## src/rtl/serial_add_pkg.sv

```systemverilog
// Shared definitions for the bit-serial adder controller: state encoding and
// small helpers used by the RTL and by the bench for state checks.
// Optional feature macro: OVERFLOW_FLAG_EN (adds the signed overflow flag).
package serial_add_pkg;

  typedef logic [1:0] state_t;

  localparam state_t S_IDLE = 2'd0;
  localparam state_t S_RUN  = 2'd1;
  localparam state_t S_DONE = 2'd2;
  // 2'd3 is unused and behaves as S_IDLE.

  // A new request may be taken in any state other than RUN.
  function automatic logic can_accept(input state_t st);
    return st != S_RUN;
  endfunction

endpackage

```

## src/rtl/serial_add_ctrl_if.sv

```systemverilog
// Start/busy/done handshake bundle between an issuing master and the
// bit-serial adder. The ovf signal exists only when OVERFLOW_FLAG_EN is defined.
interface serial_add_ctrl_if #(
  parameter int WIDTH = 8
);

  logic             start;
  logic [WIDTH-1:0] a;
  logic [WIDTH-1:0] b;
  logic             cin;
  logic             busy;
  logic             done;
  logic [WIDTH-1:0] sum;
  logic             cout;
`ifdef OVERFLOW_FLAG_EN
  logic             ovf;
`endif

`ifdef OVERFLOW_FLAG_EN
  modport master (output start, a, b, cin, input busy, done, sum, cout, ovf);
  modport slave  (input start, a, b, cin, output busy, done, sum, cout, ovf);
`else
  modport master (output start, a, b, cin, input busy, done, sum, cout);
  modport slave  (input start, a, b, cin, output busy, done, sum, cout);
`endif

endinterface

```

## src/rtl/serial_add_ctrl_fa_bit.sv

```systemverilog
// Combinational 1-bit full adder cell; the controller reuses this single cell
// once per cycle. Not affected by OVERFLOW_FLAG_EN.
module fa_bit (
  input  logic a,
  input  logic b,
  input  logic c,
  output logic s,
  output logic co
);

  // Sum and carry of three input bits.
  always_comb begin
    s  = a ^ b ^ c;
    co = (a & b) | (a & c) | (b & c);
  end

endmodule

```

## src/rtl/serial_add_ctrl.sv

```systemverilog
// Bit-serial adder controller: adds a + b + cin LSB first through one full
// adder cell over WIDTH cycles, with a start/busy/done handshake.
// Optional feature macro: OVERFLOW_FLAG_EN adds a signed overflow flag (ovf).
//
//   state  | meaning
//   -------+----------------------------------------------------------
//   IDLE   | waiting for start; outputs hold last result
//   RUN    | one operand bit per cycle through the full adder cell
//   DONE   | done pulse, result valid; start here chains a new op
//   (3)    | unused encoding, behaves as IDLE
module serial_add_ctrl
  import serial_add_pkg::*;
#(
  parameter int WIDTH = 8
) (
  input  logic              clk,
  input  logic              rst,
  serial_add_ctrl_if.slave  bus
);

  localparam int CW = (WIDTH > 1) ? $clog2(WIDTH) : 1;
  localparam logic [CW-1:0] LAST_BIT = CW'(WIDTH - 1);

  state_t           state_q;
  state_t           state_d;
  logic [CW-1:0]    cnt_q;
  logic [WIDTH-1:0] a_sh_q;
  logic [WIDTH-1:0] b_sh_q;
  logic             carry_q;
  logic [WIDTH-2:0] res_q;
  logic [WIDTH-1:0] res_nxt;
  logic [WIDTH-1:0] sum_q;
  logic             cout_q;
  logic             fa_s;
  logic             fa_co;
  logic             accept;
  logic             last;
`ifdef OVERFLOW_FLAG_EN
  logic             ovf_q;
`endif

  fa_bit u_fa (
    .a  (a_sh_q[0]),
    .b  (b_sh_q[0]),
    .c  (carry_q),
    .s  (fa_s),
    .co (fa_co)
  );

  // Request acceptance and last-bit detection.
  always_comb begin
    accept  = bus.start && can_accept(state_q);
    last    = (state_q == S_RUN) && (cnt_q == LAST_BIT);
    res_nxt = {fa_s, res_q};
  end

  // State register.
  always_ff @(posedge clk) begin
    if (rst) state_q <= S_IDLE;
    else     state_q <= state_d;
  end

  // Next-state logic.
  always_comb begin
    state_d = S_IDLE;
    case (state_q)
      S_RUN:   state_d = last ? S_DONE : S_RUN;
      default: state_d = bus.start ? S_RUN : S_IDLE;
    endcase
  end

  // Handshake outputs decoded from the state register.
  always_comb begin
    bus.busy = (state_q == S_RUN);
    bus.done = (state_q == S_DONE);
    bus.sum  = sum_q;
    bus.cout = cout_q;
`ifdef OVERFLOW_FLAG_EN
    bus.ovf  = ovf_q;
`endif
  end

  // Serial datapath: operand capture, per-bit shift, result publish on the last bit.
  always_ff @(posedge clk) begin
    if (rst) begin
      cnt_q   <= '0;
      a_sh_q  <= '0;
      b_sh_q  <= '0;
      carry_q <= 1'b0;
      res_q   <= '0;
      sum_q   <= '0;
      cout_q  <= 1'b0;
`ifdef OVERFLOW_FLAG_EN
      ovf_q   <= 1'b0;
`endif
    end else if (accept) begin
      cnt_q   <= '0;
      a_sh_q  <= bus.a;
      b_sh_q  <= bus.b;
      carry_q <= bus.cin;
    end else if (state_q == S_RUN) begin
      a_sh_q  <= a_sh_q >> 1;
      b_sh_q  <= b_sh_q >> 1;
      carry_q <= fa_co;
      res_q   <= res_nxt[WIDTH-1:1];
      cnt_q   <= last ? '0 : cnt_q + CW'(1);
      if (last) begin
        sum_q  <= res_nxt;
        cout_q <= fa_co;
`ifdef OVERFLOW_FLAG_EN
        // carry_q here is the carry into the MSB position.
        ovf_q  <= carry_q ^ fa_co;
`endif
      end
    end
  end

endmodule

```

## src/flat_wrapper.sv

```systemverilog
// flat-port wrapper written by rule: the top's interface ports become plain ports
module serial_add_ctrl_flat import serial_add_pkg::*;
#(
  parameter int WIDTH = 8
)
  (clk, rst, bus_start, bus_a, bus_b, bus_cin, bus_busy, bus_done, bus_sum, bus_cout);
  serial_add_ctrl_if #(.WIDTH(WIDTH)) bus_i ();
  input  logic clk;
  input  logic rst;
  input wire logic [$bits(bus_i.start)-1:0] bus_start;
  input wire logic [$bits(bus_i.a)-1:0] bus_a;
  input wire logic [$bits(bus_i.b)-1:0] bus_b;
  input wire logic [$bits(bus_i.cin)-1:0] bus_cin;
  output wire logic [$bits(bus_i.busy)-1:0] bus_busy;
  output wire logic [$bits(bus_i.done)-1:0] bus_done;
  output wire logic [$bits(bus_i.sum)-1:0] bus_sum;
  output wire logic [$bits(bus_i.cout)-1:0] bus_cout;
  assign bus_i.start = bus_start;
  assign bus_i.a = bus_a;
  assign bus_i.b = bus_b;
  assign bus_i.cin = bus_cin;
  assign bus_busy = bus_i.busy;
  assign bus_done = bus_i.done;
  assign bus_sum = bus_i.sum;
  assign bus_cout = bus_i.cout;
  serial_add_ctrl #(.WIDTH(WIDTH)) u_core (.clk(clk), .rst(rst), .bus(bus_i));
endmodule
```

## config.mk

```make
export PLATFORM = sky130hd
export DESIGN_NAME = serial_add_ctrl_flat
export DESIGN_NICKNAME = d
export VERILOG_FILES = /design/src/rtl/serial_add_pkg.sv /design/src/rtl/serial_add_ctrl_if.sv /design/src/rtl/serial_add_ctrl_fa_bit.sv /design/src/rtl/serial_add_ctrl.sv /design/src/flat_wrapper.sv
export SDC_FILE = /design/constraint.sdc
export NUM_CORES = 1
export LEC_CHECK = 0
export CAP_MARGIN = 20
export CORE_ASPECT_RATIO = 2
export CORE_MARGIN = 10
export CORE_UTILIZATION = 25
export DETAILED_ROUTE_END_ITERATION = 6
export SYNTH_ARGS = -nofsm -noshare
export SYNTH_HDL_FRONTEND = slang
export SYNTH_SLANG_ARGS = --single-unit
```

## constraint.sdc

```tcl
create_clock -name clk -period 4.05 [get_ports clk]
set_input_delay 0.81 -clock clk [delete_from_list [all_inputs] [get_ports clk]]
set_output_delay 0.81 -clock clk [all_outputs]
set_load 0.02 [all_outputs]
```

After elaboration in Yosys (flattened, before gate mapping)
Index checks and enable logic that the tools add are counted.
Widths: inputs -> output; s select.
{ "word_totals": {"register_bits": 38, "latchBits": 0, "ramBits": 0, "rom_bits": 0, "in_bits": 20, "output_inout_bits": 11, "elab_cells": 37, "n_memories": 0} }
{ "op_classes": {"add_sub_neg": 1, "mul": 0, "div": 0, "order_cmp": 0, "n_eq_ne": 4, "n_shift": 0, "n_mux": 10, "bitwise_logic": 8, "n_reduce_logical": 6} }
{ "op_table": {"columns": ["op", "n"], "rows": [
  ["$mux 8", 4],
  ["$mux 2", 2],
  ["$add 3x1->3 const B", 1],
  ["$and 1x1->1", 3],
  ["$eq 3x3->1 const B", 1],
  ["$mux 1", 3],
  ["$mux 3", 1],
  ["$reduce_and 3->1", 1],
  ["$eq 2x1->1 const B", 1],
  ["$eq 2x2->1 const B", 1],
  ["$logic_and 1x1->1", 2],
  ["$ne 2x1->1 const B", 1],
  ["$or 1x1->1", 2],
  ["$reduce_and 2->1", 1],
  ["$reduce_bool 2->1", 1],
  ["$reduce_or 2->1", 1],
  ["$xor 1x1->1", 2],
  ["$not 1->1", 1]
]} }

Longest topological paths before layout
Gate-level depths: netlist of the first run.
{ "logic_depth": {"ltp_word": 5, "depth_mapped": 6, "depth_no_buf": 5} }

By module
Synthesis of the first run repeated with hierarchy kept, for this count alone.
{ "unflattened": {"cells_unflattened": 183, "area_unflattened_um2": 1622.8} }
{ "modules_own_cells": {"columns": ["module", "instances", "cells_per_inst", "area_each_um2", "seq_area_each_um2"], "rows": [
  ["serial_add_ctrl", 1, 182, 1602.8, 760.7],
  ["fa_bit", 1, 1, 20.0, 0.0]
]} }

Worst setup path after synthesis of the first run
OpenSTA, ideal clock, no wires.
{ "synth_path": {"kind": "register -> output", "start": "register u_core.state_q[1]", "end": "output port bus_busy", "arrival_time_ns": 0.826, "required_ns": 3.240, "slack_ns": 2.414, "path_stages_with_launch": 5, "n_path_buf": 2, "path_cell_list": "dfxtp_1 > nand2b_1 > buf_6 > inv_8 > buf_4"} }
{ "synth_via": {"elab_chain_cells": 1} }
{ "synth_lines": {"columns": ["item", "line_no", "source"], "rows": [
  ["from (decl)", "serial_add_ctrl.sv:24", "state_t state_q;"],
  ["from (signal assigned)", "serial_add_ctrl.sv:60", "else state_q <= state_d;"],
  ["$eq 2x1->1", "serial_add_ctrl.sv:74", "bus.busy = (state_q == S_RUN);"],
  ["to (decl)", "flat_wrapper.sv:14", "output wire logic [$bits(bus_i.busy)-1:0] bus_busy;"]
]} }
Every way passes these cells.

Worst setup path in the final report of the first run
Same ends and word-level chain as after synthesis.

==> results_tabular.tex, run 1 <==
\begin{tabular}{lr}
\hline
Metric & Value \\
\hline
\multicolumn{2}{l}{\textbf{Run status}} \\
\quad Outcome & complete, no violations \\
\multicolumn{2}{l}{\textbf{Critical path}} \\
\quad Delay of the slowest critical-path stage & between 600 and 700 ps \\
\quad Reg-to-reg setup timing slack & $\sim$2600 ps \\
\quad Crit Path Max Fanout & 27 \\
\quad Critical register-to-register path endpoint & u\_core.bus.sum[6]\$\_SDFFE\_PP0P\_ \\
\quad Cell count of the worst reg-to-reg path & 5 \\
\quad Worst path arrival time & around 1700 ps \\
\quad Required time at the worst-slack endpoint & between 3000 and 4000 ps \\
\quad CP Cell Sequence & nand2b\_1, inv\_8, clkdlybuf4s50\_1 \\
\quad Sort of element at the start of the critical path & flip-flop \\
\quad Combined buffer and inverter count along the critical path & 2 \\
\quad Worst path slowest cell & sky130\_fd\_sc\_hd\_\_clkdlybuf4s50\_1 \\
\quad Element type at the critical path end & primary output \\
\quad R2r startpoint & u\_core.cnt\_q[0]\$\_SDFFE\_PP0N\_ \\
\quad Cell family with the largest share of critical-path delay & buffers and inverters \\
\quad Kind of critical path & flip-flop to primary output \\
\multicolumn{2}{l}{\textbf{Route}} \\
\quad Routed length per placed instance & 12.0 um \\
\quad Vias post-DR & approximately 1300 \\
\quad Number of vias per cell & 4.48 \\
\quad Router iterations before antenna repair & 4 \\
\quad 1st-iter DRT viols & 140 \\
\quad Drc violations & 0 \\
\quad Count of nets left with antenna violations after detail routing & 0 \\
\quad Total wirelength of the detailed-routed design & 3550 um \\
\multicolumn{2}{l}{\textbf{Floorplanning}} \\
\quad Initial Util & 0.256 \\
\quad Ports placed on the boundary & 31 \\
\quad Site row count & just over 40 \\
\quad Total die area & slightly above 0.01 sq mm \\
\quad Die extent in x & 76.8 um \\
\quad Die Span Y & $\sim$130 um \\
\quad Core area & around 0.0063 sq mm \\
\multicolumn{2}{l}{\textbf{Timing}} \\
\quad Final clock skew & 3.29 ps \\
\quad Setup TNS & 0 ps \\
\quad Crit path setup slack, layout & approximately 1600 ps \\
\quad Final critical delay including setup and external delays & 2500 ps \\
\quad Slew headroom & 0.711 \\
\quad Hold violation count in the final report & 0 \\
\quad Post-route clock period utilization & 0.617 \\
\quad Slew at the pin with the worst max-slew slack & around 430 ps \\
\quad Max-slew violation total from the final report & 0 \\
\quad Number of failing setup endpoints in the final timing report & 0 \\
\quad Achievable frequency & about 400 MHz \\
\quad RSZ-0062 raised after global routing & false \\
\multicolumn{2}{l}{\textbf{Min path}} \\
\quad Hold worst-path end & u\_core.bus.sum[4]\$\_SDFFE\_PP0P\_ \\
\quad Hold crit path type & flip-flop to flip-flop \\
\quad Hold path startpoint & u\_core.bus.sum[4]\$\_SDFFE\_PP0P\_ \\
\quad Number of cells on the worst hold path & 2 \\
\multicolumn{2}{l}{\textbf{GRT}} \\
\quad Overall Global Routing Usage & 0.0733 \\
\quad Via count of the first global-routing pass & roughly 1400 \\
\quad Met1 layer usage reported by global route & 0.0702 \\
\quad Initial antenna violation count & 0 \\
\quad GRT met2 Usage & 0.131 \\
\quad Overflow after GRT & 0 \\
\quad Global-route wire length before repair & between 6000 and 7000 um \\
\quad M3 GR Usage & 0.0310 \\
\quad GR peak layer & met2 \\
\quad Pin count of the biggest net entering global routing & 39 \\
\multicolumn{2}{l}{\textbf{Pwr}} \\
\quad Maximum vdd ir drop & $\sim$250 uV \\
\quad Part of the total power dissipated in sequential elements & 0.473 \\
\quad Total leakage power & $\sim$0.74 nW \\
\quad Total power draw & about 0.00085 W \\
\quad Pwr per Cell Area & a little over 400 mW/mm\^{}2 \\
\quad Fraction of power spent switching nets & 0.229 \\
\quad Clock network fraction of total power & 0.421 \\
\quad Switching power summed over all nets & between 0.00015 and 0.0002 W \\
\quad Internal power summed over all cells & between 0.0006 and 0.0007 W \\
\quad Combinational share of power & 0.106 \\
\multicolumn{2}{l}{\textbf{Synthesis}} \\
\quad Sequential element share of the synthesized area & 0.471 \\
\quad Synthesized-area fraction occupied by ao, oa, aoi and oai cells & 0.224 \\
\quad Average footprint of a synthesized cell & around 8.8 sq um \\
\quad Distinct cell type count after synthesis & 26 \\
\quad Yosys reg bits & 38 \\
\quad Post-synthesis xor/xnor area fraction & 0 \\
\quad Simple-gate area share of the yosys netlist & 0.194 \\
\quad Count of warnings emitted by yosys & 0 \\
\quad Syn nets & about 210 \\
\quad Adder and majority gate portion of the synthesized area & 0.0279 \\
\quad Mux share of post-synthesis cell area & 0.0124 \\
\quad Synthesized area & between 0.0015 and 0.002 sq mm \\
\quad Dominant combinational cell family by area after synthesis & compound AO/OA/AOI/OAI gates \\
\quad Gate Count Post-Synth & $\sim$180 \\
\multicolumn{2}{l}{\textbf{Place}} \\
\quad Global placer's final weighted congestion & roughly 0.7 \\
\quad Standard cell area after detailed placement & between 0.0015 and 0.002 sq mm \\
\quad Port-buffer cells & 30 \\
\quad Post-Place Worst Slack & between 1500 and 2000 ps \\
\quad Detailed Place HPWL & between 2000 and 2500 um \\
\multicolumn{2}{l}{\textbf{Finish}} \\
\quad Final net count & between 200 and 250 \\
\quad Share of cells above drive strength 1 & 0.133 \\
\quad Commonest cells after routing, fill and taps aside & sky130\_fd\_sc\_hd\_\_nand2\_1 (47), sky130\_fd\_sc\_hd\_\_dfxtp\_1 (38), sky130\_fd\_sc\_hd\_\_clkdlybuf4s50\_1 (30) \\
\quad Synthesis-to-finish area growth & 28.9\% \\
\quad Antenna cell count & 0 \\
\quad Most common cell after layout, fill and taps aside & sky130\_fd\_sc\_hd\_\_nand2\_1 \\
\quad Post-route cell area & 0.00208 sq mm \\
\multicolumn{2}{l}{\textbf{Clock tree}} \\
\quad Clock sinks & 38 \\
\quad Maximum root-to-sink buffer count & 2 \\
\quad Number of hold buffers added after cts & 0 \\
\quad Clock tree from TritonCTS & built \\
\quad Clk Latency, worst-skew pair & 280 ps \\
\quad Resized cells post-CTS & 0 \\
\quad Number of setup buffers added after CTS & 0 \\
\quad Clock-pin slew reported for the worst setup and hold paths after clock tree synthesis & $\sim$50 ps \\
\quad TritonCTS buffer count & 5 \\
\quad Clock Tree Root & sky130\_fd\_sc\_hd\_\_clkbuf\_16 \\
\quad \# H-tree levels & 2 \\
\multicolumn{2}{l}{\textbf{Run}} \\
\quad Max-cap violations & 0 \\
\hline
\end{tabular}
-- per-stage QoR --
step,util,hold slack (ps),std cells
2_1_floorplan,-,432,183
3_3_place_gp,0.309,443,289
3_5_place_dp,0.309,447,289
4_1_cts,0.330,454,296
5_1_grt,0.330,479,296
6_report,0.330,451,296
-- registers in the layout (all words and copies together), names as in the netlist --
register and flops:
u_core.res_q 7, u_core.a_sh_q 8, u_core.carry_q 1, u_core.bus.cout 1
u_core.bus.sum 8, u_core.state_q 2, u_core.cnt_q 3, u_core.b_sh_q 8
-- worst min-delay path, delay by kind of cell, from the launching register on --
kind / cells / cell delay [ps]
AND/OR/NAND/NOR: 1 / 50
flip-flops: 1 / 300
AO/OA/AOI/OAI: 1 / 50
-- area by class of cell --
type	instances	area, sq um
clock inverters	2	10.0
flip-flops and latches	38	761
multi-input cells	130	739
repair buffers	33	323
well taps	86	108
fillers	683	4230
clock buffers	5	125
inverters	2	16.3
-- synthesized netlist by cell type --
| cell type | n | share of area |
|---|---|---|
| sky130_fd_sc_hd__and3b_1 | 1 | 0.0054 |
| sky130_fd_sc_hd__nand3b_1 | 3 | 0.014 |
| sky130_fd_sc_hd__a21oi_1 | 25 | 0.077 |
| sky130_fd_sc_hd__a211oi_2 | 8 | 0.062 |
| sky130_fd_sc_hd__a211oi_1 | 8 | 0.037 |
| sky130_fd_sc_hd__nor2_1 | 17 | 0.040 |
| sky130_fd_sc_hd__nand2b_1 | 1 | 0.0039 |
| sky130_fd_sc_hd__buf_4 | 4 | 0.019 |
| sky130_fd_sc_hd__buf_1 | 2 | 0.0046 |
| sky130_fd_sc_hd__a21oi_2 | 8 | 0.043 |
| sky130_fd_sc_hd__clkbuf_1 | 1 | 0.0023 |
| sky130_fd_sc_hd__nand3_1 | 2 | 0.0062 |
| sky130_fd_sc_hd__mux2i_1 | 2 | 0.012 |
| sky130_fd_sc_hd__nand2_1 | 47 | 0.11 |
| sky130_fd_sc_hd__inv_8 | 1 | 0.0070 |
| sky130_fd_sc_hd__buf_6 | 2 | 0.014 |
| sky130_fd_sc_hd__buf_2 | 3 | 0.0093 |
| sky130_fd_sc_hd__buf_12 | 1 | 0.012 |
| sky130_fd_sc_hd__fa_1 | 1 | 0.012 |
| sky130_fd_sc_hd__nor2b_1 | 1 | 0.0039 |
| sky130_fd_sc_hd__nor4b_1 | 1 | 0.0054 |
| sky130_fd_sc_hd__nor3_1 | 2 | 0.0062 |
| sky130_fd_sc_hd__ha_1 | 2 | 0.015 |
| sky130_fd_sc_hd__dfxtp_1 | 38 | 0.47 |
| sky130_fd_sc_hd__clkinv_2 | 1 | 0.0031 |
| sky130_fd_sc_hd__a31oi_1 | 1 | 0.0039 |
-- worst max-delay path by stage --
stage                                            start                       endpoint  cells past startpoint
after floorplan           u_core.state_q[1]$_SDFF_PP0_                       bus_busy                      4
after global placement                       bus_start  u_core.a_sh_q[1]$_SDFFE_PP0P_                      5
after detailed placement                     bus_start  u_core.a_sh_q[3]$_SDFFE_PP0P_                      5
after CTS                 u_core.state_q[1]$_SDFF_PP0_                       bus_busy                      3
after global routing      u_core.state_q[0]$_SDFF_PP0_                       bus_busy                      3
final                     u_core.state_q[1]$_SDFF_PP0_                       bus_busy                      3
-- metal layers --
layer	up-vias	part of all wire
li1	671	-
met1	614	0.40
met2	33	0.52
met3	9	0.061
met4	0	0.021
met5	-	0
-- cells by family (layout without fill, tap and decap cells) --
group,Yosys count,after routing
and+or+nand+nor,75,75
adders and majority gates,3,3
AOI/OAI and AO/OA,50,50
muxes,2,2
buffers and inverters,15,42
DFF,38,38
-- power groups by stage --
| stage | logic [W] | registers (W) | clock network, W |
|---|---|---|---|
| 3_3_place_gp | 0.0000901 | 0.000409 | 0 |
| 6_report | 0.0000902 | 0.000402 | 0.000358 |
| 3_5_place_dp | 0.0000919 | 0.000409 | 0 |
| 5_1_grt | 0.000102 | 0.000403 | 0.000388 |
| 4_1_cts | 0.0000924 | 0.000401 | 0.000366 |
| 2_1_floorplan | 0.0000672 | 0.000407 | 0 |
No activity file was read; power rests on OpenSTA's default activity.
==> run 2, diff against run 1 <==
- clock period: 4.05 -> 2.5 ns (I/O delays scaled with it)
==> run 2 against run 1 <==
Net effect: register-to-register slack got worse by 1600 ps; routed wire length barely moved; first-iteration DRC count fell by 62%; largest power group unchanged; worst setup slack got worse by 1200 ps; clock skew fell by 0.57 ps; hold slack improved by 1.5 ps; sequential power rose by 62%; critical endpoint unchanged; combinational power rose by 61%; design area did not move.
==> results_tabular.tex, run 2 (same netlist as run 1, synthesis figures left out) <==
\begin{tabular}{lr}
\hline
Metric & Value \\
\hline
\multicolumn{2}{l}{\textbf{Pwr}} \\
\quad Internal power summed over all cells & 0.00106 W (+62\%) \\
\quad Switching power summed over all nets & 0.000322 W (+65\%) \\
\quad Combinational share of power & 0.105 (about the same) \\
\quad Clock network fraction of total power & 0.425 (+0.004) \\
\quad Part of the total power dissipated in sequential elements & 0.470 (-0.003) \\
\quad Fraction of power spent switching nets & 0.233 (+0.00364) \\
\quad Total leakage power & 0.740 nW (unchanged) \\
\quad Maximum vdd ir drop & 476 uV (+89\%) \\
\quad Pwr per Cell Area & 664 mW/mm\^{}2 (+63\%) \\
\multicolumn{2}{l}{\textbf{Finish}} \\
\quad Commonest cells after routing, fill and taps aside & sky130\_fd\_sc\_hd\_\_nand2\_1 (47), sky130\_fd\_sc\_hd\_\_dfxtp\_1 (38), sky130\_fd\_sc\_hd\_\_clkdlybuf4s50\_1 (30) \\
\quad Antenna cell count & 0 (unchanged) \\
\quad Final net count & 233 (unchanged) \\
\quad Share of cells above drive strength 1 & 0.133 (unchanged) \\
\quad Synthesis-to-finish area growth & 28.9\% (unchanged) \\
\quad Most common cell after layout, fill and taps aside & sky130\_fd\_sc\_hd\_\_nand2\_1 \\
\quad Utilization after layout & 0.330 (unchanged) \\
\multicolumn{2}{l}{\textbf{Clock tree}} \\
\quad TritonCTS buffer count & 5 (unchanged) \\
\quad Clock sinks & 38 (unchanged) \\
\quad Number of hold buffers added after cts & 0 (unchanged) \\
\quad \# H-tree levels & 2 (unchanged) \\
\quad Clk Latency, worst-skew pair & 280 ps (about the same) \\
\quad Resized cells post-CTS & 0 (unchanged) \\
\quad Clock tree from TritonCTS & built \\
\quad Number of setup buffers added after CTS & 0 (unchanged) \\
\quad Clock Tree Root & sky130\_fd\_sc\_hd\_\_clkbuf\_16 \\
\quad Clock-pin slew reported for the worst setup and hold paths after clock tree synthesis & 50 ps (about the same) \\
\quad Maximum root-to-sink buffer count & 2 (unchanged) \\
\multicolumn{2}{l}{\textbf{GRT}} \\
\quad Global-route wire length before repair & 6070 um (-2.3\%) \\
\quad Overflow after GRT & 0 (unchanged) \\
\quad Overall Global Routing Usage & 0.0714 (-0.00196) \\
\quad Via count of the first global-routing pass & 1306 (-7.4\%) \\
\quad Initial antenna violation count & 0 (unchanged) \\
\quad Pin count of the biggest net entering global routing & 39 (unchanged) \\
\multicolumn{2}{l}{\textbf{Floorplanning}} \\
\quad Site row count & 41 (unchanged) \\
\quad Total die area & 0.0103 sq mm (unchanged) \\
\quad Core area & 0.00631 sq mm (unchanged) \\
\quad Die extent in x & 76.8 um (unchanged) \\
\quad Initial Util & 0.256 (unchanged) \\
\quad Die Span Y & 134 um (unchanged) \\
\quad Ports placed on the boundary & 31 (unchanged) \\
\multicolumn{2}{l}{\textbf{Timing}} \\
\quad Final clock skew & 2.72 ps (-0.567 ps) \\
\quad Number of failing setup endpoints in the final timing report & 0 (unchanged) \\
\quad Slew at the pin with the worst max-slew slack & 440 ps (+6.55 ps) \\
\quad Post-route clock period utilization & 0.878 \\
\quad Achievable frequency & 456 MHz \\
\quad Crit path setup slack, layout & 306 ps (-1250 ps) \\
\quad Slew headroom & 0.706 (-0.00437) \\
\quad Final critical delay including setup and external delays & 2190 ps \\
\quad RSZ-0062 raised after global routing & false \\
\quad Max-slew violation total from the final report & 0 (unchanged) \\
\quad Setup TNS & 0 ps (unchanged) \\
\quad Hold violation count in the final report & 0 (unchanged) \\
\multicolumn{2}{l}{\textbf{Min path}} \\
\quad Hold path startpoint & u\_core.res\_q[0]\$\_SDFFE\_PP0P\_ \\
\quad Hold crit path type & flip-flop to flip-flop \\
\quad Number of cells on the worst hold path & 2 (unchanged) \\
\quad Hold worst-path end & u\_core.res\_q[0]\$\_SDFFE\_PP0P\_ \\
\multicolumn{2}{l}{\textbf{Critical path}} \\
\quad Crit Path Max Fanout & 27 (unchanged) \\
\quad Delay of the slowest critical-path stage & 640 ps (about the same) \\
\quad Reg-to-reg setup timing slack & 1020 ps (-1610 ps) \\
\quad R2r startpoint & u\_core.cnt\_q[0]\$\_SDFFE\_PP0N\_ \\
\quad Sort of element at the start of the critical path & flip-flop \\
\quad Required time at the worst-slack endpoint & 2000 ps (-1240 ps) \\
\quad Worst path arrival time & 1690 ps (about the same) \\
\quad CP Cell Sequence & nand2b\_1, inv\_8, clkdlybuf4s50\_1 \\
\quad Critical register-to-register path endpoint & u\_core.bus.sum[2]\$\_SDFFE\_PP0P\_ \\
\quad Combined buffer and inverter count along the critical path & 2 (unchanged) \\
\quad Kind of critical path & flip-flop to primary output \\
\quad Cell count of the worst reg-to-reg path & 5 (unchanged) \\
\quad Cell family with the largest share of critical-path delay & buffers and inverters \\
\quad Worst setup startpoint & u\_core.state\_q[1]\$\_SDFF\_PP0\_ \\
\quad Worst path slowest cell & sky130\_fd\_sc\_hd\_\_clkdlybuf4s50\_1 \\
\quad Element type at the critical path end & primary output \\
\multicolumn{2}{l}{\textbf{Route}} \\
\quad Number of vias per cell & 4.39 (-2.1\%) \\
\quad Vias post-DR & 1299 (-2.1\%) \\
\quad Router iterations before antenna repair & 4 (unchanged) \\
\quad 1st-iter DRT viols & 53 (-62\%) \\
\quad Total wirelength of the detailed-routed design & 3550 um (about the same) \\
\quad Routed length per placed instance & 12.0 um (about the same) \\
\quad Drc violations & 0 (unchanged) \\
\quad Count of nets left with antenna violations after detail routing & 0 (unchanged) \\
\multicolumn{2}{l}{\textbf{Place}} \\
\quad Post-Place Worst Slack & 596 ps (-1130 ps) \\
\quad Detailed Place HPWL & 2490 um (+1.9\%) \\
\quad Global placer's final weighted congestion & 0.684 (-1.4\%) \\
\quad Port-buffer cells & 30 (unchanged) \\
\multicolumn{2}{l}{\textbf{Run}} \\
\quad Max-cap violations & 0 (unchanged) \\
\multicolumn{2}{l}{\textbf{Run status}} \\
\quad Outcome & complete, no violations \\
\hline
\end{tabular}
-- run 2: cell counts in the layout (fill, tap and decap cells not counted) --
No cell type changed its count.
-- run 2: layout make-up --
type / count / area, sq um
fill: 694 / 4230
sequential: 38 / 761
multi-input combinational: 130 / 739
timing repair buffer: 33 / 323
clock buffer: 5 / 125
tap: 86 / 108
inverter: 2 / 16.3
clock inverter: 2 / 10.0
-- run 2: how the worst max path moves through the flow --
stage,to,depth (start not counted)
2_1_floorplan,bus_busy,4
3_3_place_gp,bus_busy,3
3_5_place_dp,bus_busy,3
4_1_cts,bus_busy,3
5_1_grt,bus_busy,3
6_report,bus_busy,3
-- run 2: power by group through the flow --
| stage | clock network, W | logic (W) | registers [W] |
|---|---|---|---|
| finish | 0.000588 | 0.000145 | 0.000650 |
| global route | 0.000621 | 0.000162 | 0.000654 |
| CTS | 0.000600 | 0.000149 | 0.000650 |
| detailed placement | 0 | 0.000147 | 0.000663 |
| global placement | 0 | 0.000145 | 0.000663 |
| floorplan | 0 | 0.000109 | 0.000659 |
-- run 2: worst min-delay path: cells and delay by family (launching register included) --
family	cells	cell delay (ps)
DFF	1	310
and+or+nand+nor	1	50
AOI/OAI and AO/OA	1	50
-- run 2: stage by stage --
step | instance area [sq um] | std cells | hold slack, ps | power (W)
floorplan | 1620 | 183 | 432 | 0.000768
global placement | 1950 | 289 | 441 | 0.000808
detailed placement | 1950 | 289 | 448 | 0.000811
CTS | 2080 | 296 | 456 | 0.00140
global route | 2080 | 296 | 481 | 0.00144
finish | 2080 | 296 | 453 | 0.00138
-- run 2: routing by layer --
layer	share of wire	track usage
met3	0.062	0.0290
met5	0	0
met4	0.019	0.0343
met2	0.51	0.124
met1	0.41	0.0712
